**config.mk**
```make
export PLATFORM = sky130hd
export DESIGN_NAME = adder16_arbiter
export DESIGN_NICKNAME = d
export VERILOG_FILES = /design/src/rtl/adder16_arb_pkg.sv /design/src/rtl/adder16_arbiter_adder16.sv /design/src/rtl/adder16_arbiter.sv
export SDC_FILE = /design/constraint.sdc
export NUM_CORES = 1
export LEC_CHECK = 0
export ABC_AREA = 1
export CORE_AREA = 2 2 89 91
export DETAILED_ROUTE_END_ITERATION = 10
export DIE_AREA = 0 0 91 93
export MAX_ROUTING_LAYER = met4
export PLACE_DENSITY = 0.77
export SLEW_MARGIN = 20
export SYNTH_ARGS = -nofsm -noshare
export SYNTH_HDL_FRONTEND = slang
export SYNTH_SLANG_ARGS = --single-unit
export TNS_END_PERCENT = 30
```
**constraint.sdc**
```tcl
create_clock -name clk -period 2.76 [get_ports clk]
set_input_delay 0.414 -clock clk [delete_from_list [all_inputs] [get_ports clk]]
set_output_delay 0.414 -clock clk [all_outputs]
set_load 0.03 [all_outputs]
```
**src/rtl/adder16_arb_pkg.sv**
```systemverilog
// Shared constants for the adder16 arbiter slice.
//   - state_e   : FSM state encoding (IDLE / CALC / RESP)
//   - REQ0/REQ1 : requester identifiers, used for grant and priority
//   - ADD_W     : datapath width of the shared adder
package adder16_arb_pkg;

  localparam int ADD_W = 16;

  typedef enum logic [1:0] {
    IDLE = 2'd0,
    CALC = 2'd1,
    RESP = 2'd2
  } state_e;

  localparam logic REQ0 = 1'b0;
  localparam logic REQ1 = 1'b1;

endpackage

```
**src/rtl/adder16_arbiter_adder16.sv**
```systemverilog
// Shared combinational 16-bit unsigned adder.
// Ports:
//   s    : output, a + b modulo 2^16
//   ovfl : output, unsigned carry-out of a + b
//   a, b : input operands
module adder16
  import adder16_arb_pkg::*;
(
  output logic [ADD_W-1:0] s,
  output logic             ovfl,
  input  logic [ADD_W-1:0] a,
  input  logic [ADD_W-1:0] b
);

  // 17-bit sum so the carry-out falls out as the top bit.
  assign {ovfl, s} = {1'b0, a} + {1'b0, b};

endmodule

```
**src/rtl/adder16_arbiter.sv**
```systemverilog
// Time-shares one adder16 between two requesters.
// Ports:
//   clk, rst                 : clock, async active-high reset
//   reqX_valid/_a/_b/_ready  : operand request channel of requester X
//   respX_valid/_ready       : response channel of requester X
//   resp_s, resp_ovfl        : registered sum / carry-out shared by both
//                              response channels
// RR=1 alternates priority after every completed operation; RR=0 always
// favours requester 0 on contention.
module adder16_arbiter
  import adder16_arb_pkg::*;
#(
  parameter bit RR = 1'b1,
  parameter int W  = 16
) (
  input  logic         clk,
  input  logic         rst,
  input  logic         req0_valid,
  input  logic [W-1:0] req0_a,
  input  logic [W-1:0] req0_b,
  output logic         req0_ready,
  input  logic         req1_valid,
  input  logic [W-1:0] req1_a,
  input  logic [W-1:0] req1_b,
  output logic         req1_ready,
  output logic         resp0_valid,
  input  logic         resp0_ready,
  output logic         resp1_valid,
  input  logic         resp1_ready,
  output logic [W-1:0] resp_s,
  output logic         resp_ovfl
);

  generate
    if (W != ADD_W) begin : g_bad_width
      $error("adder16_arbiter: W must be 16");
    end
  endgenerate

  state_e         state_q, state_d;
  logic           prio_q, prio_d;
  logic           gnt_q, gnt_d;
  logic [W-1:0]   a_q, a_d;
  logic [W-1:0]   b_q, b_d;
  logic [W-1:0]   s_q, s_d;
  logic           ovfl_q, ovfl_d;
  logic           resp0_valid_q, resp0_valid_d;
  logic           resp1_valid_q, resp1_valid_d;

  logic           win_s;
  logic           idle_s;
  logic           resp_take_s;
  logic [W-1:0]   sum_s;
  logic           carry_s;

  // Adder sees only the latched operands, never the live request buses.
  adder16 u_adder16 (
    .s    (sum_s),
    .ovfl (carry_s),
    .a    (a_q),
    .b    (b_q)
  );

  // Winner selection among the currently valid requests.
  always_comb begin
    win_s = REQ0;
    if (req0_valid && req1_valid) begin
      win_s = (RR != 1'b0) ? prio_q : REQ0;
    end else if (req1_valid) begin
      win_s = REQ1;
    end else begin
      win_s = REQ0;
    end
  end

  // Readys gated by rst so nothing is accepted while reset is held.
  assign idle_s     = (state_q == IDLE) && !rst;
  assign req0_ready = idle_s && req0_valid && (win_s == REQ0);
  assign req1_ready = idle_s && req1_valid && (win_s == REQ1);

  // Only the granted requester's resp_ready completes the response.
  assign resp_take_s = (gnt_q == REQ1) ? resp1_ready : resp0_ready;

  // Next-state and datapath update logic.
  always_comb begin
    state_d       = state_q;
    prio_d        = prio_q;
    gnt_d         = gnt_q;
    a_d           = a_q;
    b_d           = b_q;
    s_d           = s_q;
    ovfl_d        = ovfl_q;
    resp0_valid_d = resp0_valid_q;
    resp1_valid_d = resp1_valid_q;
    case (state_q)
      IDLE: begin
        if (req0_valid || req1_valid) begin
          gnt_d   = win_s;
          a_d     = (win_s == REQ1) ? req1_a : req0_a;
          b_d     = (win_s == REQ1) ? req1_b : req0_b;
          state_d = CALC;
        end else begin
          state_d = IDLE;
        end
      end
      CALC: begin
        s_d     = sum_s;
        ovfl_d  = carry_s;
        state_d = RESP;
        if (gnt_q == REQ1) begin
          resp0_valid_d = 1'b0;
          resp1_valid_d = 1'b1;
        end else begin
          resp0_valid_d = 1'b1;
          resp1_valid_d = 1'b0;
        end
      end
      RESP: begin
        if (resp_take_s) begin
          resp0_valid_d = 1'b0;
          resp1_valid_d = 1'b0;
          state_d       = IDLE;
          if (RR != 1'b0) begin
            prio_d = ~gnt_q;
          end else begin
            prio_d = prio_q;
          end
        end else begin
          state_d = RESP;
        end
      end
      default: begin
        state_d       = IDLE;
        resp0_valid_d = 1'b0;
        resp1_valid_d = 1'b0;
      end
    endcase
  end

  // State and datapath registers; reset discards any in-flight operation.
  always_ff @(posedge clk or posedge rst) begin
    if (rst) begin
      state_q       <= IDLE;
      prio_q        <= REQ0;
      gnt_q         <= REQ0;
      a_q           <= 16'h0000;
      b_q           <= 16'h0000;
      s_q           <= 16'h0000;
      ovfl_q        <= 1'b0;
      resp0_valid_q <= 1'b0;
      resp1_valid_q <= 1'b0;
    end else begin
      state_q       <= state_d;
      prio_q        <= prio_d;
      gnt_q         <= gnt_d;
      a_q           <= a_d;
      b_q           <= b_d;
      s_q           <= s_d;
      ovfl_q        <= ovfl_d;
      resp0_valid_q <= resp0_valid_d;
      resp1_valid_q <= resp1_valid_d;
    end
  end

  assign resp0_valid = resp0_valid_q;
  assign resp1_valid = resp1_valid_q;
  assign resp_s      = s_q;
  assign resp_ovfl   = ovfl_q;

endmodule

```
==> results.md, run 1 <==
* Tmin final at 2.35 ns
* Post-synthesis sequential area ratio at 0.420
* Area Growth Syn to Fin at 32.7%
* Slew Limit Fails at 0
* Skew-Pair Late Insertion Delay at 0.31 ns
* CTS tree: yes
* Vias in the first global route at 3105
* H-tree depth at 2
* Area after DPL at 0.00425 mm2
* Most frequent cells in the layout: 148 x nand2_1, 89 x clkdlybuf4s50_1, 75 x a21oi_1, 55 x dfrtp_1, 49 x nor2_1
* Fin Hold WS at 0.485 ns
* PwrDens at 1270 mW/mm2
* Share of layout cells above drive strength 1 at 0.0386
* Post-CTS setup buffers at 0
* Rows at 32
* Via Count at 3106
* Antenna viol nets, final at 0
* Routability cong. at 0.888
* LEAKAGE at 2.10 nW
* Gate Count Post-Synth at 457
* Fmax at 426 MHz
* Max Cap Viol at 0
* Nets at 630
* Fillcell total at 766
* Final Non-Filler Cells at 646
* CP required at 2.35 ns
* Yosys cell types at 28
* Outcome: finished clean
* Hold Crit Class: register to register
* First-pass GRT wire length at 14000 um
* Inserted Clock Buffers at 5
* # port buffers at 90
* Synth Net Count at 544
* DRC Markers at 0
* Sequential cell area at 0.00138 mm2
* Antenna diodes at 0
* Commonest non-fill, non-tap cell in the layout: nand2_1
* Final wirelength at 8150 um
* Ys Warns at 0
* Fin. Hold Viols at 0
* Syn Std Cell Area at 0.00328 mm2
* Initial Util at 0.435
* Setup TNS at 0 ns
* Max_slew headroom at 0.546
* Startpoint Class: input pin
* Worst Setup Path Type: input pin to primary output
* Drt initial violations at 130
* Chip height at 93 um
* Reg clk slew, reported paths at 0.09 ns
* Clk sinks at 55
* Tot Pwr at 5.54 mW
* CP Capture Type: primary output
* CTS resizes at 0
* First drt pass iteration count at 4
* Area of the multi-input gates at 0.00163 mm2
* Initial antenna violation count at 0
* Synth Area per Inst at 7.17 um2
* RSZ-0062 raised after global routing: no
* Max clock buf depth at 2
* Pre-CTS WS at 0.427 ns
* Total GRT Usage at 0.211
* Layout Utilization at 0.577
* Final HPWL DP at 6360 um
* Core area at 0.00753 mm2
* Root Buffer: clkbuf_8
* Cells after DPL at 638
* Largest fanout on the critical path at 2
* Synth Register Bits at 55
* DR WL/cell at 12.6 um
* Max IR drop VDD at 0.000388 V
* Worst Clk Skew at 0.0142 ns
* Number of vias per cell at 4.81
* Total Die Area at 0.00846 mm2
* Final Cell Area at 0.00435 mm2
* Largest net degree at the start of global routing at 56
* Overflow after GRT at 0
* Area share of the largest cell type after synthesis at 0.420
* Chip Width at 91 um
* Worst Path Arrival at 1.93 ns
* Synth top area cells: dfrtp_1 42%, nand2_1 17%, a21oi_1 11%, ha_1 6.1%, nor2_1 5.6%
* Final setup fails at 0
* Post-route clock period utilization at 0.850
* Synth area leader: dfrtp_1
* Fin worst setup slack at 0.413 ns
* # hold bufs at CTS at 0
* Top-level port count at 91
* Slew @ Worst Pin at 0.681 ns
## cells in the mapped netlist
cell      count
xnor2_1       1
inv_1        48
o22ai_1       2
xor2_1        2
o21ai_1       2
nor3_1        3
nor2_2        1
nand3b_1      2
ha_1         16
a31oi_1       1
o21ai_2       1
nor2_1       49
a21oi_1      75
or2_1         2
fa_1          1
nand2_1     148
inv_2         2
nor2_4        1
dfrtp_1      55
and2_1        1
o21ai_0       5
or2_0         2
and2_4        1
nand4_1       1
buf_4         3
buf_2        12
o21ai_4       1
nand3_1      19
## layer usage
| metal | vias up | global-route usage | part of all wire |
|---|---|---|---|
| met5 | - | - | 0 |
| met4 | 0 | 0.0518 | 0.013 |
| met3 | 10 | 0.0234 | 0.038 |
| met2 | 78 | 0.359 | 0.47 |
| met1 | 1390 | 0.273 | 0.48 |
| li1 | 1628 | - | - |
## worst max-delay path: stages
cell	delay, ns
clkdlybuf4s50_1	0.55
o21ai_4	0.08
inv_2	0.06
nand2_1	0.07
nor2_1	0.09
clkdlybuf4s50_1	0.67
## power breakdown
group          total (mW)  internal [mW]  leakage (nW)  switching (mW)
logic                3.57           1.37          1.41            2.20
registers            1.49           1.22         0.639           0.273
clock network       0.472          0.206        0.0516           0.266
## worst paths after layout
check | from | endpoint | slack, ns | cells past startpoint
setup reg to reg | b_q[0]$_DFFE_PP0P_ | resp_s[8]$_DFFE_PP0P_ | 0.92 | 10
max in group asynchronous | rst | resp_s[11]$_DFFE_PP0P_ | 1.63 | 3
min in group asynchronous | rst | a_q[3]$_DFFE_PP0P_ | 0.67 | 3
setup / recovery | req1_valid | req1_ready | 0.41 | 6
hold reg to reg | resp_s[10]$_DFFE_PP0P_ | resp_s[10]$_DFFE_PP0P_ | 0.48 | 2
hold / removal | resp_s[10]$_DFFE_PP0P_ | resp_s[10]$_DFFE_PP0P_ | 0.48 | 2
## sequential cells by signal (all words and copies together), names as in the netlist
name / flops
b_q: 16
a_q: 16
state_q: 2
resp0_valid: 1
prio_q: 1
resp_s: 16
resp1_valid: 1
gnt_q: 1
resp_ovfl: 1
## cell type report
class | count | area share
clock inverter | 2 | 0.00317
timing repair buffer | 94 | 0.214
tap | 102 | 0.0294
multi-input combinational | 337 | 0.375
clock buffer | 6 | 0.0190
inverter | 50 | 0.0432
sequential | 55 | 0.317
## kinds of logic (layout without fill, tap and decap cells)
group	Yosys count	count (layout)	share of synthesized area
flops	55	55	0.420
xor+xnor	3	3	0.00802
compound gates	87	87	0.139
simple gates	230	230	0.283
buf+inv	65	152	0.0825
fa+ha+maj	17	17	0.0672
Power figures use the tool's default switching activity.
==> run 2, diff against run 1 <==
CAP_MARGIN = 10   (was not set)
PLACE_DENSITY = 0.74   (was 0.77)
==> results.md, run 2 (synthesized netlist as in run 1, its figures left out) <==
* Reg clk slew, reported paths at 0.10 ns (was 0.09 ns)
* Antenna diodes at 0 (unchanged)
* CTS tree: yes (unchanged)
* Fin. Hold Viols at 0 (unchanged)
* Hold wc startpoint: resp_s[0]$_DFFE_PP0P_ (was resp_s[10]$_DFFE_PP0P_)
* Max clock buf depth at 2 (unchanged)
* Number of vias per cell at 4.75 (was 4.81)
* CP required at 2.35 ns (about the same)
* # hold bufs at CTS at 0 (unchanged)
* Final wirelength at 7980 um (was 8150 um)
* Total GRT Usage at 0.204 (was 0.211)
* Initial antenna violation count at 0 (unchanged)
* Outcome: finished clean (unchanged)
* Setup TNS at 0 ns (unchanged)
* Tmin final at 2.34 ns (was 2.35 ns)
* Core area at 0.00753 mm2 (unchanged)
* Area Growth Syn to Fin at 32.7% (about the same)
* Rows at 32 (unchanged)
* Pre-CTS WS at 0.426 ns (was 0.427 ns)
* Final setup fails at 0 (unchanged)
* Commonest non-fill, non-tap cell in the layout: nand2_1 (unchanged)
* Cell mode on critical path: clkdlybuf4s50_1 (unchanged)
* # port buffers at 90 (unchanged)
* Most frequent cells in the layout: 148 x nand2_1, 89 x clkdlybuf4s50_1, 75 x a21oi_1, 55 x dfrtp_1, 49 x nor2_1 (unchanged)
* First-pass GRT wire length at 13600 um (was 14000 um)
* CP Capture Type: primary output (unchanged)
* Nets at 630 (unchanged)
* Fmax at 427 MHz (was 426 MHz)
* Max_slew headroom at 0.552 (was 0.546)
* Vias in the first global route at 2950 (was 3105)
* LEAKAGE at 2.10 nW (about the same)
* Initial Util at 0.435 (unchanged)
* DRC Markers at 0 (unchanged)
* Worst Path Arrival at 1.93 ns (about the same)
* First drt pass iteration count at 4 (unchanged)
* Fin worst setup slack at 0.416 ns (was 0.413 ns)
* R2r startpoint: b_q[0]$_DFFE_PP0P_ (unchanged)
* Overflow after GRT at 0 (unchanged)
* Post-route clock period utilization at 0.849 (was 0.850)
* Root Buffer: clkbuf_8 (unchanged)
* Total Die Area at 0.00846 mm2 (unchanged)
* Inserted Clock Buffers at 5 (unchanged)
* Drt initial violations at 80 (was 130)
* Share of layout cells above drive strength 1 at 0.0386 (unchanged)
* Worst Setup Path Type: input pin to primary output (unchanged)
* Slew Limit Fails at 0 (unchanged)
* Top-level port count at 91 (unchanged)
* Final HPWL DP at 6100 um (was 6360 um)
* RSZ-0062 raised after global routing: no (unchanged)
* Skew-Pair Late Insertion Delay at 0.31 ns (about the same)
* Max Cap Viol at 0 (unchanged)
* Worst Clk Skew at 0.0120 ns (was 0.0142 ns)
* Slew @ Worst Pin at 0.672 ns (was 0.681 ns)
* H-tree depth at 2 (unchanged)
* Final Non-Filler Cells at 646 (unchanged)
* CP max stage cell: clkdlybuf4s50_1 (unchanged)
* Tot Pwr at 5.54 mW (about the same)
* Hold Crit Class: register to register (unchanged)
* CP startpoint: req1_valid (unchanged)
* CP Cell Sequence: clkdlybuf4s50_1 > o21ai_4 > inv_2 > nand2_1 > nor2_1 > clkdlybuf4s50_1 (unchanged)
* Largest net degree at the start of global routing at 56 (unchanged)
* Cells after DPL at 638 (unchanged)
* Post-CTS setup buffers at 0 (unchanged)
* Largest fanout on the critical path at 2 (unchanged)
* Max incr delay on CP at 0.67 ns (about the same)
* Reg2Reg Setup Slack at 0.96 ns (was 0.92 ns)
* Chip Width at 91 um (unchanged)
* Antenna viol nets, final at 0 (unchanged)
* Startpoint Class: input pin (unchanged)
* Area after DPL at 0.00425 mm2 (unchanged)
* Max IR drop VDD at 0.000420 V (was 0.000388 V)
* DR WL/cell at 12.4 um (was 12.6 um)
* CTS resizes at 0 (unchanged)
* Chip height at 93 um (unchanged)
* Routability cong. at 0.968 (was 0.888)
* Final Cell Area at 0.00435 mm2 (about the same)
* PwrDens at 1270 mW/mm2 (about the same)
* Clk sinks at 55 (unchanged)
* Via Count at 3071 (was 3106)
[run 2: cell count changes in the layout (fill, tap and decap cells not counted)]
| cell | previous run | this run |
|---|---|---|
| clkinv_2 | 1 | 0 |
| clkinv_4 | 0 | 1 |
| clkinvlp_4 | 0 | 1 |
| inv_6 | 1 | 0 |
[run 2: power by group]
| group | leakage [nW] | internal (mW) | switching [mW] | total [mW] |
|---|---|---|---|---|
| sequential | 0.639 | 1.22 | 0.261 | 1.48 |
| clock | 0.0474 | 0.205 | 0.267 | 0.472 |
| combinational | 1.41 | 1.38 | 2.21 | 3.59 |
[run 2: path summary, 6_finish.rpt]
check / end / cells after the start
max: req1_ready / 6
min: resp_s[0]$_DFFE_PP0P_ / 2
max reg2reg: resp_s[8]$_DFFE_PP0P_ / 10
min reg2reg: resp_s[0]$_DFFE_PP0P_ / 2
max in group asynchronous: b_q[5]$_DFFE_PP0P_ / 3
min in group asynchronous: a_q[3]$_DFFE_PP0P_ / 3
[run 2: area by class of cell]
type,count,area (um2)
well taps,102,128
fillers,753,3180
clock buffers,6,82.6
repair buffers,94,928
multi-input cells,337,1630
inverters,50,188
clock inverters,2,16.3
flip-flops and latches,55,1380
[run 2: worst max-delay path: cells and delay by family]
kind                   cells  cell delay, ns
buffers and inverters      3            1.28
AOI/OAI and AO/OA          1            0.08
and+or+nand+nor            2            0.15
[run 2: stage by stage]
step | hold WS, ns | utilization
2_1_floorplan | 0.480 | -
3_3_place_gp | 0.453 | 0.564
3_5_place_dp | 0.462 | 0.564
4_1_cts | 0.488 | 0.578
5_1_grt | 0.511 | 0.578
6_report | 0.481 | 0.578
[run 2: routing by layer]
layer,global-route usage,vias up,part of all wire
met5,-,-,0
met4,0.0379,0,0.0051
met3,0.0266,2,0.034
met2,0.328,65,0.46
met1,0.283,1379,0.50
li1,-,1625,-
==> edit (flow settings as in run 1) <==
The 3 states of `state_e` get a one-hot encoding in 3 bits.
--- a/src/rtl/adder16_arb_pkg.sv
+++ b/src/rtl/adder16_arb_pkg.sv
@@ -8,6 +8,6 @@
 
-  typedef enum logic [1:0] {
-    IDLE = 2'd0,
-    CALC = 2'd1,
-    RESP = 2'd2
+  typedef enum logic [2:0] {
+    IDLE = 3'b001,
+    CALC = 3'b010,
+    RESP = 3'b100
   } state_e;
Function: same outputs for any inputs over 10 cycles, from zero or initial values and one cycle with rst high; not proved beyond that.
==> edit against run 1 <==
- critical path depth fell by 1
- sequential cell count rose by 1
- cell area rose by 6.7%
- synthesized area rose by 8.9%
- worst setup slack got worse by 130 ps
- clock power rose by 14%
- die area did not move
- total power fell by 0.67%
- wire length barely moved
- critical path type is now register to output pin
- largest cell class unchanged
==> edit: results (changes against run 1) <==
stage	metric	value	unit	change
cells_and_area	clk tree area frac	2.40	%	+0.18 points
setup_path	CP Max Fanout	4		+2
route	met1 WL	3930	um	+0.33%
grt	GR Layer Usage met2	34.3	%	-1.6 points
synthesis	cells after synthesis	461		+0.88%
setup_path	r2r setup slk	890	ps	-30 ps
place	Post-Place Setup Slack	406	ps	-20.6 ps
cells_and_area	Filler cells	720		-6.0%
place	GPL Wtd Cong	0.860		-3.2%
sta	worst rel slew slack	54.0	%	-0.61 points
synthesis	synth unique cells	31		+11%
clock_network	Clock transition at path regs	110	ps	+20 ps
setup_path	r2r endpoint	resp_s[6]		
cells_and_area	Area-dominant class	multi-input combinational cells		
cells_and_area	fraction of cell area in non-clock buffers	20.2	%	-1.2 points
route	drt total wl	8160	um	about the same
cells_and_area	Finished Cell Area	4640	sq um	+6.7%
synthesis	post-synthesis sequential area ratio	39.3	%	-2.7 points
route	DR vias	3172		+2.1%
synthesis	number of synthesized register bits	56		+1.8%
min_path	hold_sp	resp_s[1]		
pwr	combinational share of power	62.9	%	-1.6 points
grt	GR Util met3	2.50	%	+0.16 points
setup_path	worst path arrival time	2070	ps	+140 ps
grt	vias in the first global route	3029		-2.4%
cells_and_area	Multi-input gate area	1880	sq um	+15%
grt	largest net degree at the start of global routing	57		+1.8%
synthesis	largest cells by area after synthesis	dfrtp_1, nand2_1, o21ai_2		
min_path	Endpoint, Worst Hold	resp_s[1]		
sta	Hold Slack	481	ps	-3.74 ps
grt	met1 Use GR	27.9	%	+0.61 points
pwr	P_leak	2.22	nW	+5.7%
grt	first-pass GRT wire length	14100	um	+0.69%
cells_and_area	share of cells above drive strength 1	15.5	%	+12 points
setup_path	Worst Reg-to-Reg Cells	9		-1
pwr	P_sw	2.63	mW	-4.1%
route	First DRT Iteration DRCs	172		+32%
place	HPWL after detailed placement	6170	um	-2.9%
cells_and_area	multi-input gate count	343		+1.8%
synthesis	list of most frequent post-synthesis cells	nand2_1, dfrtp_1, o21ai_2, nor2_1, inv_1		
run_status	outcome	completed		
route	met3 wire length	318	um	+1.6%
cells_and_area	Non-clk invs	47		-6.0%
synthesis	syn_nets	548		+0.74%
cells_and_area	Seq area share	30.2	%	-1.4 points
pwr	Peak VDD IR	441	uV	+14%
sta	Setup Skew	9.50	ps	-4.66 ps
cells_and_area	nonclk buf count	95		+1.1%
place	placed cell count	643		+0.78%
==> edit: changes by cell type in the layout (fill, tap and decap cells not counted), sizes merged, moves of 2 or more <==
cell | before | now
nand2 | 148 | 152
xor2 | 2 | 0
o21ai | 9 | 73
a21oi | 75 | 7
inv | 51 | 46
nor2 | 51 | 48
or2 | 4 | 7
nand3 | 19 | 22
nor3 | 3 | 5
==> edit: critical path, delay by kind of cell (launching register included) <==
family        cells  cell delay, ps
simple gates      3             440
buf+inv           2             730
flops             1             580
==> edit: cells by family after synthesis <==
kind of cell             Yosys count  share of synthesized area (%)
AND/OR/NAND/NOR                  240                           27.9
AO/OA/AOI/OAI                     85                           18.4
buffers and inverters             62                           7.96
flip-flops                        56                           39.3
adder cells (fa/ha/maj)           17                           6.18
XOR/XNOR                           1                          0.246
